File: src/rtl/mux2_arb_pkg.sv
// Shared types and constants for the two-input round-robin stream arbiter.
package mux2_arb_pkg;

    typedef enum logic [1:0] {
        ST_IDLE    = 2'd0,
        ST_GRANT_A = 2'd1,
        ST_GRANT_B = 2'd2
    } state_t;

    localparam logic SRC_A = 1'b0;
    localparam logic SRC_B = 1'b1;

endpackage

File: src/rtl/mux2_arb_mux2_wide.sv
// Parameterised 2:1 mux; picks i_b when i_sel is high.
module mux2_wide #(
    parameter int unsigned WIDTH = 8
) (
    input  logic             i_sel,
    input  logic [WIDTH-1:0] i_a,
    input  logic [WIDTH-1:0] i_b,
    output logic [WIDTH-1:0] o_y_c
);

    assign o_y_c = i_sel ? i_b : i_a;

endmodule

File: src/rtl/mux2_stream_arbiter.sv
// Packet-locked round-robin arbiter sharing one registered output stream
// between two valid/ready sources.
module mux2_stream_arbiter
    import mux2_arb_pkg::*;
#(
    parameter int unsigned WIDTH     = 8,
    parameter int unsigned MAX_BEATS = 16
) (
    input  logic             clk,
    input  logic             rst,
    input  logic             a_valid,
    input  logic [WIDTH-1:0] a_data,
    input  logic             a_last,
    output logic             a_ready,
    input  logic             b_valid,
    input  logic [WIDTH-1:0] b_data,
    input  logic             b_last,
    output logic             b_ready,
    output logic             y_valid,
    output logic [WIDTH-1:0] y_data,
    output logic             y_last,
    output logic             y_src,
    input  logic             y_ready,
    output logic             select,
    output logic             err
);

    // Counter must be able to hold MAX_BEATS+1, the saturation value.
    localparam int unsigned       CNT_W   = $clog2(MAX_BEATS + 2);
    localparam logic [CNT_W-1:0]  CNT_MAX = CNT_W'(MAX_BEATS);
    localparam logic [CNT_W-1:0]  CNT_SAT = CNT_W'(MAX_BEATS + 1);

    state_t           r_state;
    state_t           w_state_nxt;
    logic             r_prio;
    logic             w_prio_nxt;
    logic             r_select;
    logic             w_select_nxt;
    logic             r_y_valid;
    logic [WIDTH-1:0] r_y_data;
    logic             r_y_last;
    logic             r_y_src;
    logic             r_err;
    logic [CNT_W-1:0] r_cnt;

    logic             w_take;
    logic             w_a_ready;
    logic             w_b_ready;
    logic             w_acc;
    logic [WIDTH:0]   w_mux;
    logic             w_beat_last;

    // Output slot is free when empty or being drained this cycle.
    assign w_take    = !r_y_valid || y_ready;
    assign w_a_ready = (r_state == ST_GRANT_A) && w_take;
    assign w_b_ready = (r_state == ST_GRANT_B) && w_take;
    assign w_acc     = (a_valid && w_a_ready) || (b_valid && w_b_ready);

    mux2_wide #(
        .WIDTH (WIDTH + 1)
    ) u_mux (
        .i_sel (r_select),
        .i_a   ({a_data, a_last}),
        .i_b   ({b_data, b_last}),
        .o_y_c (w_mux)
    );

    assign w_beat_last = w_mux[0];

    // Next-state: round-robin on ties, hold the grant until the last beat.
    always_comb begin
        w_state_nxt  = r_state;
        w_prio_nxt   = r_prio;
        w_select_nxt = r_select;
        case (r_state)
            ST_IDLE: begin
                if (a_valid && (!b_valid || r_prio == SRC_B)) begin
                    w_state_nxt  = ST_GRANT_A;
                    w_prio_nxt   = SRC_A;
                    w_select_nxt = SRC_A;
                end else if (b_valid) begin
                    w_state_nxt  = ST_GRANT_B;
                    w_prio_nxt   = SRC_B;
                    w_select_nxt = SRC_B;
                end
            end
            ST_GRANT_A: begin
                if (a_valid && w_a_ready && a_last) begin
                    w_state_nxt = ST_IDLE;
                end
            end
            ST_GRANT_B: begin
                if (b_valid && w_b_ready && b_last) begin
                    w_state_nxt = ST_IDLE;
                end
            end
            default: begin
                w_state_nxt = ST_IDLE;
            end
        endcase
    end

    always_ff @(posedge clk) begin
        if (rst) begin
            r_state  <= ST_IDLE;
            r_prio   <= SRC_B;
            r_select <= SRC_A;
        end else begin
            r_state  <= w_state_nxt;
            r_prio   <= w_prio_nxt;
            r_select <= w_select_nxt;
        end
    end

    // Output register, beat counter and sticky overlong flag.
    always_ff @(posedge clk) begin
        if (rst) begin
            r_y_valid <= 1'b0;
            r_y_data  <= '0;
            r_y_last  <= 1'b0;
            r_y_src   <= 1'b0;
            r_err     <= 1'b0;
            r_cnt     <= '0;
        end else begin
            if (w_acc) begin
                r_y_valid <= 1'b1;
                r_y_data  <= w_mux[WIDTH:1];
                r_y_last  <= w_beat_last;
                r_y_src   <= r_select;
                if (w_beat_last) begin
                    r_cnt <= '0;
                end else begin
                    if (r_cnt >= CNT_MAX) begin
                        r_err <= 1'b1;
                    end
                    if (r_cnt != CNT_SAT) begin
                        r_cnt <= r_cnt + CNT_W'(1);
                    end
                end
            end else if (y_ready) begin
                r_y_valid <= 1'b0;
            end
        end
    end

    assign a_ready = w_a_ready;
    assign b_ready = w_b_ready;
    assign y_valid = r_y_valid;
    assign y_data  = r_y_data;
    assign y_last  = r_y_last;
    assign y_src   = r_y_src;
    assign select  = r_select;
    assign err     = r_err;

endmodule

File: config.mk
export PLATFORM = sky130hd
export DESIGN_NAME = mux2_stream_arbiter
export DESIGN_NICKNAME = d
export VERILOG_FILES = /design/src/rtl/mux2_arb_pkg.sv /design/src/rtl/mux2_arb_mux2_wide.sv /design/src/rtl/mux2_stream_arbiter.sv
export SDC_FILE = /design/constraint.sdc
export NUM_CORES = 1
export LEC_CHECK = 0
export BUFFER_PORTS_ARGS = -buffer_cell sky130_fd_sc_hd__buf_4
export CORE_UTILIZATION = 48
export CTS_CLUSTER_SIZE = 28
export DETAILED_ROUTE_END_ITERATION = 10
export GPL_ROUTABILITY_DRIVEN = 0
export PLACE_DENSITY = 0.81
export SYNTH_ARGS = -nofsm -noshare
export SYNTH_HDL_FRONTEND = slang
export SYNTH_HIERARCHICAL = 1
export SYNTH_SLANG_ARGS = --single-unit
File: constraint.sdc
create_clock -name clk -period 1.5 [get_ports clk]
set_input_delay 0.45 -clock clk [delete_from_list [all_inputs] [get_ports clk]]
set_output_delay 0.45 -clock clk [all_outputs]
set_load 0.02 [all_outputs]
== Word-level counts from Yosys, hierarchy flattened ==
Index checks and enable logic that the tools add are counted.
W data, S select, Z words.
Cells by class
  bitwise gates (word level): 1
  add/subtract/negate cells: 1
  multiplexer cells: 12
  eq/ne operators: 6
  $lt $le $gt $ge: 1
  reductions and logical operators: 20
Operator list (count)
  $mux W5: 2
  $mux W9: 1
  $mux W2: 4
  $logic_and A1 B1 Y1: 7
  $pmux W2 S3: 1
  $reduce_and A3 Y1: 2
  $reduce_bool A2 Y1: 3
  $add A5 B1 Y5 const B: 1
  $ge A5 B5 Y1 const B: 1
  $ne A5 B5 Y1 const B: 1
  $mux W1: 4
  $ne A2 B1 Y1 const B: 2
  $reduce_and A2 Y1: 2
  $logic_or A1 B1 Y1: 3
  $ne A3 B3 Y1 const B: 1
  $eq A2 B1 Y1 const B: 1
  $eq A2 B2 Y1 const B: 1
  $logic_not A1 Y1: 2
  $logic_not A2 Y1: 1
  $not A1 Y1: 1
Storage, ports and cells
  logic and storage cells: 50
  output and inout port bits: 15
  flip-flop bits (word level): 21
  input port bits: 23

== Longest topological paths before layout ==
Gate-level depths: netlist (run 1).
  depth after elaboration: 7
  depth in mapped cells: 6
  mapped depth without buffers: 6

== By module ==
Netlist (run 1), hierarchy kept.
Modules (own cells, without submodules)
  mux2_stream_arbiter: sequential area each 420.4 um^2, area an instance 944.7 um^2, cells an instance 100, instances 1
  mux2_wide: sequential area each 0.0 um^2, area an instance 146.4 um^2, cells an instance 10, instances 1

== Worst setup path after synthesis (run 1) ==
OpenSTA, ideal clock, no wires.
  path kind: register to register
  from: register r_select, in the netlist select
  to: register r_cnt[4]
  stages on the path, launching flop included: 6
  path buffers: 1
  slack: 0.008 ns
  arrival time: 1.397 ns
  setup time: 0.096 ns
  path through: dfxtp_1 > buf_6 > mux2_4 > inv_1 > nand2_1 > o41ai_2
Between the ends
  word-level cells in the longest chain between the ends: 3
  elaborated cells on any way between the ends: 4
  classes of those cells: 2 x mux; 2 x reduce/logical
Ends and longest elaborated chain
  start, declared: RTL line mux2_stream_arbiter.sv:37  | logic r_select;
  start signal, assigned: RTL line mux2_stream_arbiter.sv:111  | r_select <= w_select_nxt;
  $mux W9 *: RTL line mux2_arb_mux2_wide.sv:11  | assign o_y_c = i_sel ? i_b : i_a;
  via w_mux[0]: RTL line mux2_stream_arbiter.sv:50  | logic [WIDTH:0] w_mux;
  $reduce_bool A2 Y1 (no source line)
  $reduce_and A2 Y1 (no source line)
  end signal, assigned: RTL line mux2_stream_arbiter.sv:137  | r_cnt <= r_cnt + CNT_W'(1);
  end, declared: RTL line mux2_stream_arbiter.sv:44  | logic [CNT_W-1:0] r_cnt;
Mark *: on every way through the listed nets, which the timed path passes. The rest lies on a longest branch.
A chain may end at the register's enable or synchronous reset.

== Final worst setup path (run 1) ==
  from: register r_state[0]
  to: output port a_ready
Between the ends
  word-level cells in the longest chain between the ends: 2
Ends and longest elaborated chain
  start, declared: RTL line mux2_stream_arbiter.sv:33  | state_t r_state;
  start signal, assigned: RTL line mux2_stream_arbiter.sv:109  | r_state <= w_state_nxt;
  $eq A2 B1 Y1: RTL line mux2_stream_arbiter.sv:55  | assign w_a_ready = (r_state == ST_GRANT_A) && w_take;
  $logic_and A1 B1 Y1: RTL line mux2_stream_arbiter.sv:55
  end, declared: RTL line mux2_stream_arbiter.sv:14  | output logic a_ready,
No other way between the ends.

==> summary by stage, run 1 <==
Status
The flow ran to the end, but the final reports show violations. The checks that failed: negative setup slack.

Finish
The library cells used most frequently in the layout, excluding fill and tap cells, are buf_4 (42), dfxtp_1 (19), nor2_1 (16). The layout overhead on the synthesized area is 36.4%. Leaving out fill and tap cells, the most frequent cell in the layout is buf_4. The number of antenna diodes in the final layout is 0.

After the last flow step, the layout net total stands at between 150 and 200. The post-route netlist has 44.5% of its cells at a drive strength greater than 1.

Setup path
The slowest stage of the critical path is the dfxtp_2 cell. By startpoint and endpoint, the worst setup path is classified as flop to output pin. The signal on the critical path passes through or2b_4, nor2_4, buf_6. At the worst endpoint, the required time is roughly 1100 ps. The number of buffers and inverters on the critical path is 1. The critical path arrival is ~1100 ps.

The kind of cell with the highest combined delay along the critical path is simple AND/OR/NAND/NOR gates. In this design, the stage delay of the slowest critical-path cell is 350 ps. The maximum fanout encountered on the critical timing path is 3. The element type at the critical path end is an output pin. The worst setup path is launched from a flop.

Global route
Summed over all layers, the global routing overflow is 0. The pin count of the biggest net entering global routing is 24. The number of antenna violations at the first check in global routing came to 0. Across every metal layer, demand over resource in global routing totals 20.8%.

The wire length of the first global-routing pass is ~3800 µm. The number of global-route vias before repair was approximately 900.

STA
The total setup violations reported at the end of the flow is 2. The share of the clock period used by the worst path is 105%. Setup total negative slack on the finished layout was measured at -149 ps. The slew at the pin with the worst max-slew slack is 308 ps. The max-slew violation total from the final report came to 0. Measured against its own limit, the worst slew margin works out to roughly four fifths.

The worst-case clock skew is approximately 1.4 ps. The number of hold violations in the final report is 0. Setup repair after global routing could not meet its margin everywhere. Static timing analysis puts the maximum clock frequency at between 600 and 700 MHz.

The slack of the critical path is -78.7 ps. The minimum clock period is 1580 ps.

Synth
The portion of synthesized cell area occupied by the leading cell type is 38.5%. By area the synthesized netlist is led by dfxtp_1 (39%), mux2_4 (12%), mux2i_1 (9.2%), nor2_1 (5.8%), a21oi_1 (2.8%). Of all cell types, the one taking the most synthesized area is dfxtp_1.

The average footprint of a synthesized cell is about 10 µm². The synthesized design contains 0 enable-type register cells. In this run, synthesis produced a sequential element count of 21.

The sequential fraction of the synthesis area is approximately two fifths. During synthesis, Yosys emitted a total of 6 warnings. Synthesis instantiated 33 different standard cells from the library. The most used flip-flop cell after synthesis is dfxtp_1. The share of flip-flops with an asynchronous set or reset is 0%. The post-synth net total is about 140. After synthesis the cells add up to 0.00109 mm².

The number of cells produced by synthesis is 110.

CTS
The number of clock sinks is 21. The root cell of the clock tree is clkbuf_4. After clock tree synthesis, the clock-pin slew on the worst setup and hold paths is between 100 and 150 ps. The clock passes through at most 2 buffers. The count of H-tree levels built during CTS is 1. The number of buffers created by CTS is 3. TritonCTS built the clock tree. The clock reaches the later pin of the worst-skew pair after roughly 300 ps. After clock tree synthesis, the flow added hold-fix buffers numbering 0.

Floorplan
The initial utilization of the core area, before any placement, comes to a little over half. The number of top-level design ports is 38. The die covers approximately 0.0025 mm². The die height is roughly 50 µm. The number of placement rows is 16. The die width is between 40 and 50 µm. The total core area is 0.00204 mm².

Power
The leakage power figure is roughly 0.66 nW. The worst-case IR drop observed on VDD is roughly 580 µV. The power density over cell area is about 900 mW/mm².

Drt
The detailed-route vias per instance is slightly above 5. The DRC violations left is 0. The iteration-0 DRC count of the detailed router is 7. After detailed routing, the average wire length per cell comes to 12.9 µm. The pre-antenna-repair detailed-routing pass consisted of 4 iterations. The sum of routed wire length over all layers is 2340 µm. The detail route stage leaves a number of antenna-violating nets equal to 0. The total number of vias is ~940.

Worst hold path
The type of the most critical hold path is input port to flop.

Placement
The HPWL after detailed placement is 1750 µm. The quantity of I/O buffers inserted on ports is 37. The worst setup slack before clock tree synthesis is -34.1 ps.

Job
The count of max-cap constraint violations is 0.
-- cells in the mapped netlist, types with 2 or more instances --
| cell | instances |
|---|---|
| a21oi_1 | 6 |
| a31oi_1 | 4 |
| and3b_1 | 2 |
| buf_6 | 2 |
| clkbuf_1 | 2 |
| dfxtp_1 | 21 |
| ha_1 | 2 |
| inv_1 | 2 |
| mux2_4 | 9 |
| mux2i_1 | 10 |
| nand2_1 | 4 |
| nand2b_1 | 3 |
| nand3_1 | 2 |
| nand3b_1 | 2 |
| nor2_1 | 17 |
| nor2b_1 | 2 |
| o21ai_0 | 4 |
-- metrics by stage --
stage	total power, mW	hold slack, ps	utilization (%)	area (µm²)	std cells
finish	1.31	462	72.9	1490	182
global route	1.38	474	72.9	1490	182
CTS	1.29	467	70.9	1450	181
detailed placement	1.01	462	68.4	1400	175
global placement	1.00	456	68.4	1400	175
floorplan	0.886	465	-	1090	110
-- cell families after synthesis --
kind of cell             Yosys count  share of synthesized area, %
buffers and inverters              7                          5.28
multiplexers                      19                          21.6
flip-flops                        21                          38.5
AO/OA/AOI/OAI                     22                          13.3
adder cells (fa/ha/maj)            2                          2.29
AND/OR/NAND/NOR                   39                          19.0
-- power breakdown --
part | internal, mW | total [mW] | switching, mW
combinational | 0.230 | 0.419 | 0.189
clock | 0.104 | 0.269 | 0.165
sequential | 0.597 | 0.622 | 0.0254
-- layout make-up --
cell class | count | area (µm²)
inverter | 2 | 7.51
fill | 163 | 554
tap | 27 | 33.8
multi-input combinational | 82 | 637
timing repair buffer | 46 | 360
sequential | 21 | 423
clock buffer | 4 | 26.3
-- worst paths after layout --
check,endpoint,slack [ps],cells past startpoint,startpoint
max reg2reg,y_data[2],50,6,r_state[0]
max,a_ready,-80,3,r_state[0]
min reg2reg,err,490,2,err
min,y_last,460,2,rst
-- worst reg2reg max path, delay by kind of cell (launching register included) --
family | cells | cell delay (ps)
multiplexers | 1 | 220
flip-flops | 1 | 340
AND/OR/NAND/NOR | 2 | 290
buffers and inverters | 2 | 290
AO/OA/AOI/OAI | 1 | 200
-- state kept, by name, indices dropped and copies added, names as in the netlist --
register  count
err           1
r_state       2
r_cnt         5
y_last        1
y_valid       1
r_prio        1
y_data        8
select        1
y_src         1
-- metal layers --
| layer | wire length, µm | vias up | global-route usage [%] |
|---|---|---|---|
| met4 | 38 | 0 | 10.0 |
| met1 | 1050 | 439 | 23.6 |
| met2 | 1180 | 16 | 35.4 |
| li1 | - | 482 | - |
| met5 | 0 | - | 0 |
| met3 | 72 | 5 | 5.86 |
-- timing repair --
action | CTS | global route
endpoints found under the setup margin | 3 | 15
resized for setup | 4 | 9
pin swaps | 0 | 2
buffers inserted | 2 | 1
hold endpoints to repair | 0 | 0
Power figures use the tool's default switching activity.
==> inputs of run 2 (changes only) <==
PLACE_DENSITY = 0.83   (was 0.81)
==> run 2 against run 1 <==
Effect of this change: the flow still finishes with violations (negative setup slack); sequential power about the same; total power about the same; global-route usage is 1.1 points higher; design area is 0.50% lower; first-iteration DRC count increased by 140%; clock skew is 2.8 ps higher; utilization fell by 0.37 points; hold slack better by 12 ps; non-clock buffer count rose by 1; routed wire length is 5.5% higher; cell count rose by 0.55%; sequential share of layout area increased by 0.14 points; critical endpoint unchanged; largest power group unchanged.
==> summary by stage, run 2 (synthesis results as in run 1) <==
Floorplan
Row generation in the floorplan step produced 16 rows. The number of top-level design ports is 38. In this run the vertical extent of the chip is just under 50 µm. The die width is approximately 50 µm. The total area inside the core boundary comes to between 0.002 and 0.0025 mm². The initial utilization of the core area, before any placement, comes to 53.4%.

The total die area is between 0.002 and 0.0025 mm².

CTS
The clock net in this run drives a total of 21 sinks. The TritonCTS clock tree is done. After clock tree synthesis, the clock-pin slew on the worst setup and hold paths is about 120 ps. The count of H-tree levels built during CTS is 1. Buffers inserted during clock tree synthesis total 3. The clock insertion delay at the later pin of the skew report is around 300 ps.

The maximum count of clock buffers along a single path is 2. The tree is rooted in a clkbuf_4.

Power
Dividing total power by cell area gives a power density of approximately 900 mW/mm². Across the VDD grid, the largest voltage drop is 649 µV. For this design the static power due to leakage is 0.663 nW.

Finish
The layout overhead on the synthesized area is 35.7%. The footprint of the flip-flops and latches is approximately 420 µm². The number of inserted diodes is 0. The library cells used most frequently in the layout, excluding fill and tap cells, are buf_4 (45), dfxtp_1 (19), nor2_1 (16). Counting the fill cells in the layout gives around 150. The number of non-filler instances in the completed layout is between 150 and 200. The most common cell after layout, fill and taps aside is buf_4. The final-stage net count is around 180. The number of flip-flops under the largest register name is 8. In the final layout, the share of cells above drive strength 1 is roughly 44%.

The multi-input combinational cell area is 619 µm².

Drt
The first routing iteration left 17 violations. Summing over every cut layer, the via total after detailed routing is between 900 and 1,000. The first TritonRoute pass finished after 5 iterations. The sum of routed wire length over all layers is between 2000 and 2500 µm.

In the final routed layout, each cell accounts on average for 13.5 µm. The number of nets with antenna violations after detailed routing is 0. In the routed layout, each cell is associated on average with a via count of between 5 and 6. The DRC violations left is 0.

Setup path
Counting cells, the worst reg-to-reg path comes to 6. In this run the worst path has a maximum fanout of 4. Across all register-to-register paths, the minimum setup slack is ~70 ps.

The worst setup path is launched from a flop. The endpoint identified for the worst register-to-register timing path is y_data[0]. The element type at the critical path end is an output pin. The startpoint identified for the worst register-to-register timing path is r_state[1]. The worst setup path is of the flop to output pin kind. Data on the critical path is required at its endpoint by ~1100 ps.

The critical path arrival is between 1000 and 1500 ps.

STA
The number of hold violations in the final report is 0. The slew at the pin with the worst max-slew slack is between 300 and 400 ps. The slack of the critical path is -112 ps.

Across the routed clock network, the largest skew measured is approximately 4.3 ps. The smallest clock period supported by the final layout is computed as approximately 1600 ps. Setup repair after global routing could not meet its margin everywhere. The share of the clock period used by the worst path is 107%. The timing-limited maximum frequency is 620 MHz. The relative slew slack is between 70% and 80%.

The max-slew violation total from the final report came to 0. The total setup violations reported at the end of the flow is 2.

Placement
Buffers placed on the I/O ports in this run total 37. Before CTS, the worst setup slack after placement is -25.4 ps. Detailed placement finished with a half-perimeter wire length of around 1800 µm. The total placed cells including tap cells is ~180.

Worst hold path
The type of the most critical hold path is input port to flop. For hold timing, the worst endpoint is r_state[1]. The startpoint identified for the worst hold timing path is b_last.

The cell count of the worst hold path is 3.

Status
The final reports fail on negative setup slack. The run finished, with violations left.

Global route
The wire length of the first global-routing pass is roughly 4000 µm. The pin count of the biggest net entering global routing is 24. Global routing used a little over a fifth of the available tracks. The number of global-route vias before repair is 942.

The total overflow left after global routing is 0. The number of antenna violations at the first check in global routing was 0.

Job
The count of max-cap constraint violations is 0.
==> run 2: changes by cell type in the layout (fill, tap and decap cells not counted), sizes merged <==
cell / change
clkbuf: -1
clkinv: +1
buf: +1
==> run 2: cell type report <==
cell class	instances	share of cell area, %
clock buffers	3	1.52
well taps	27	2.28
inverters	2	0.507
clock inverters	1	0.338
flip-flops and latches	21	28.6
repair buffers	47	24.9
multi-input cells	82	41.8
==> run 2: worst max path at each step <==
stage | start | to | depth (start not counted)
finish | r_state[0] | a_ready | 3
CTS | r_state[0] | a_ready | 3
global placement | a_valid | y_data[6] | 6
floorplan | select | r_cnt[4] | 5
global route | r_state[0] | a_ready | 3
detailed placement | a_valid | y_data[3] | 6
==> run 2: routing by layer <==
metal,GRT usage (%),vias up,wire (µm)
met5,0,-,0
met4,7.62,0,29
met3,6.48,6,86
met2,40.8,25,1350
met1,22.9,452,1000
li1,-,484,-
==> run 2: critical path, cell delays in order, from the launching register on <==
cell and delay [ps]:
dfxtp_2 360, or2b_4 270, nor2_2 80, buf_4 140
==> run 2: per-stage QoR <==
stage	total power, mW	utilization (%)	area [µm²]	hold WS, ps	TNS, ps
floorplan	0.886	-	1090	465	0
global placement	1.01	69.4	1420	464	0
CTS	1.31	71.9	1470	459	-221
global route	1.39	72.5	1480	457	-351
detailed placement	1.03	69.4	1420	480	-46.5
finish	1.31	72.5	1480	473	-192
==> run 2: power breakdown <==
group | switching (mW) | internal [mW] | total, mW
registers | 0.0267 | 0.597 | 0.623
logic | 0.186 | 0.230 | 0.416
clock network | 0.171 | 0.0995 | 0.270
==> run 2: timing repair <==
action                     4_1_cts  5_1_grt
gates resized for setup          4        2
pin swaps                        0        1
cloned                           0        0
setup endpoints to repair        3       16
hold buffers                     0        0
buffers inserted                 2        1
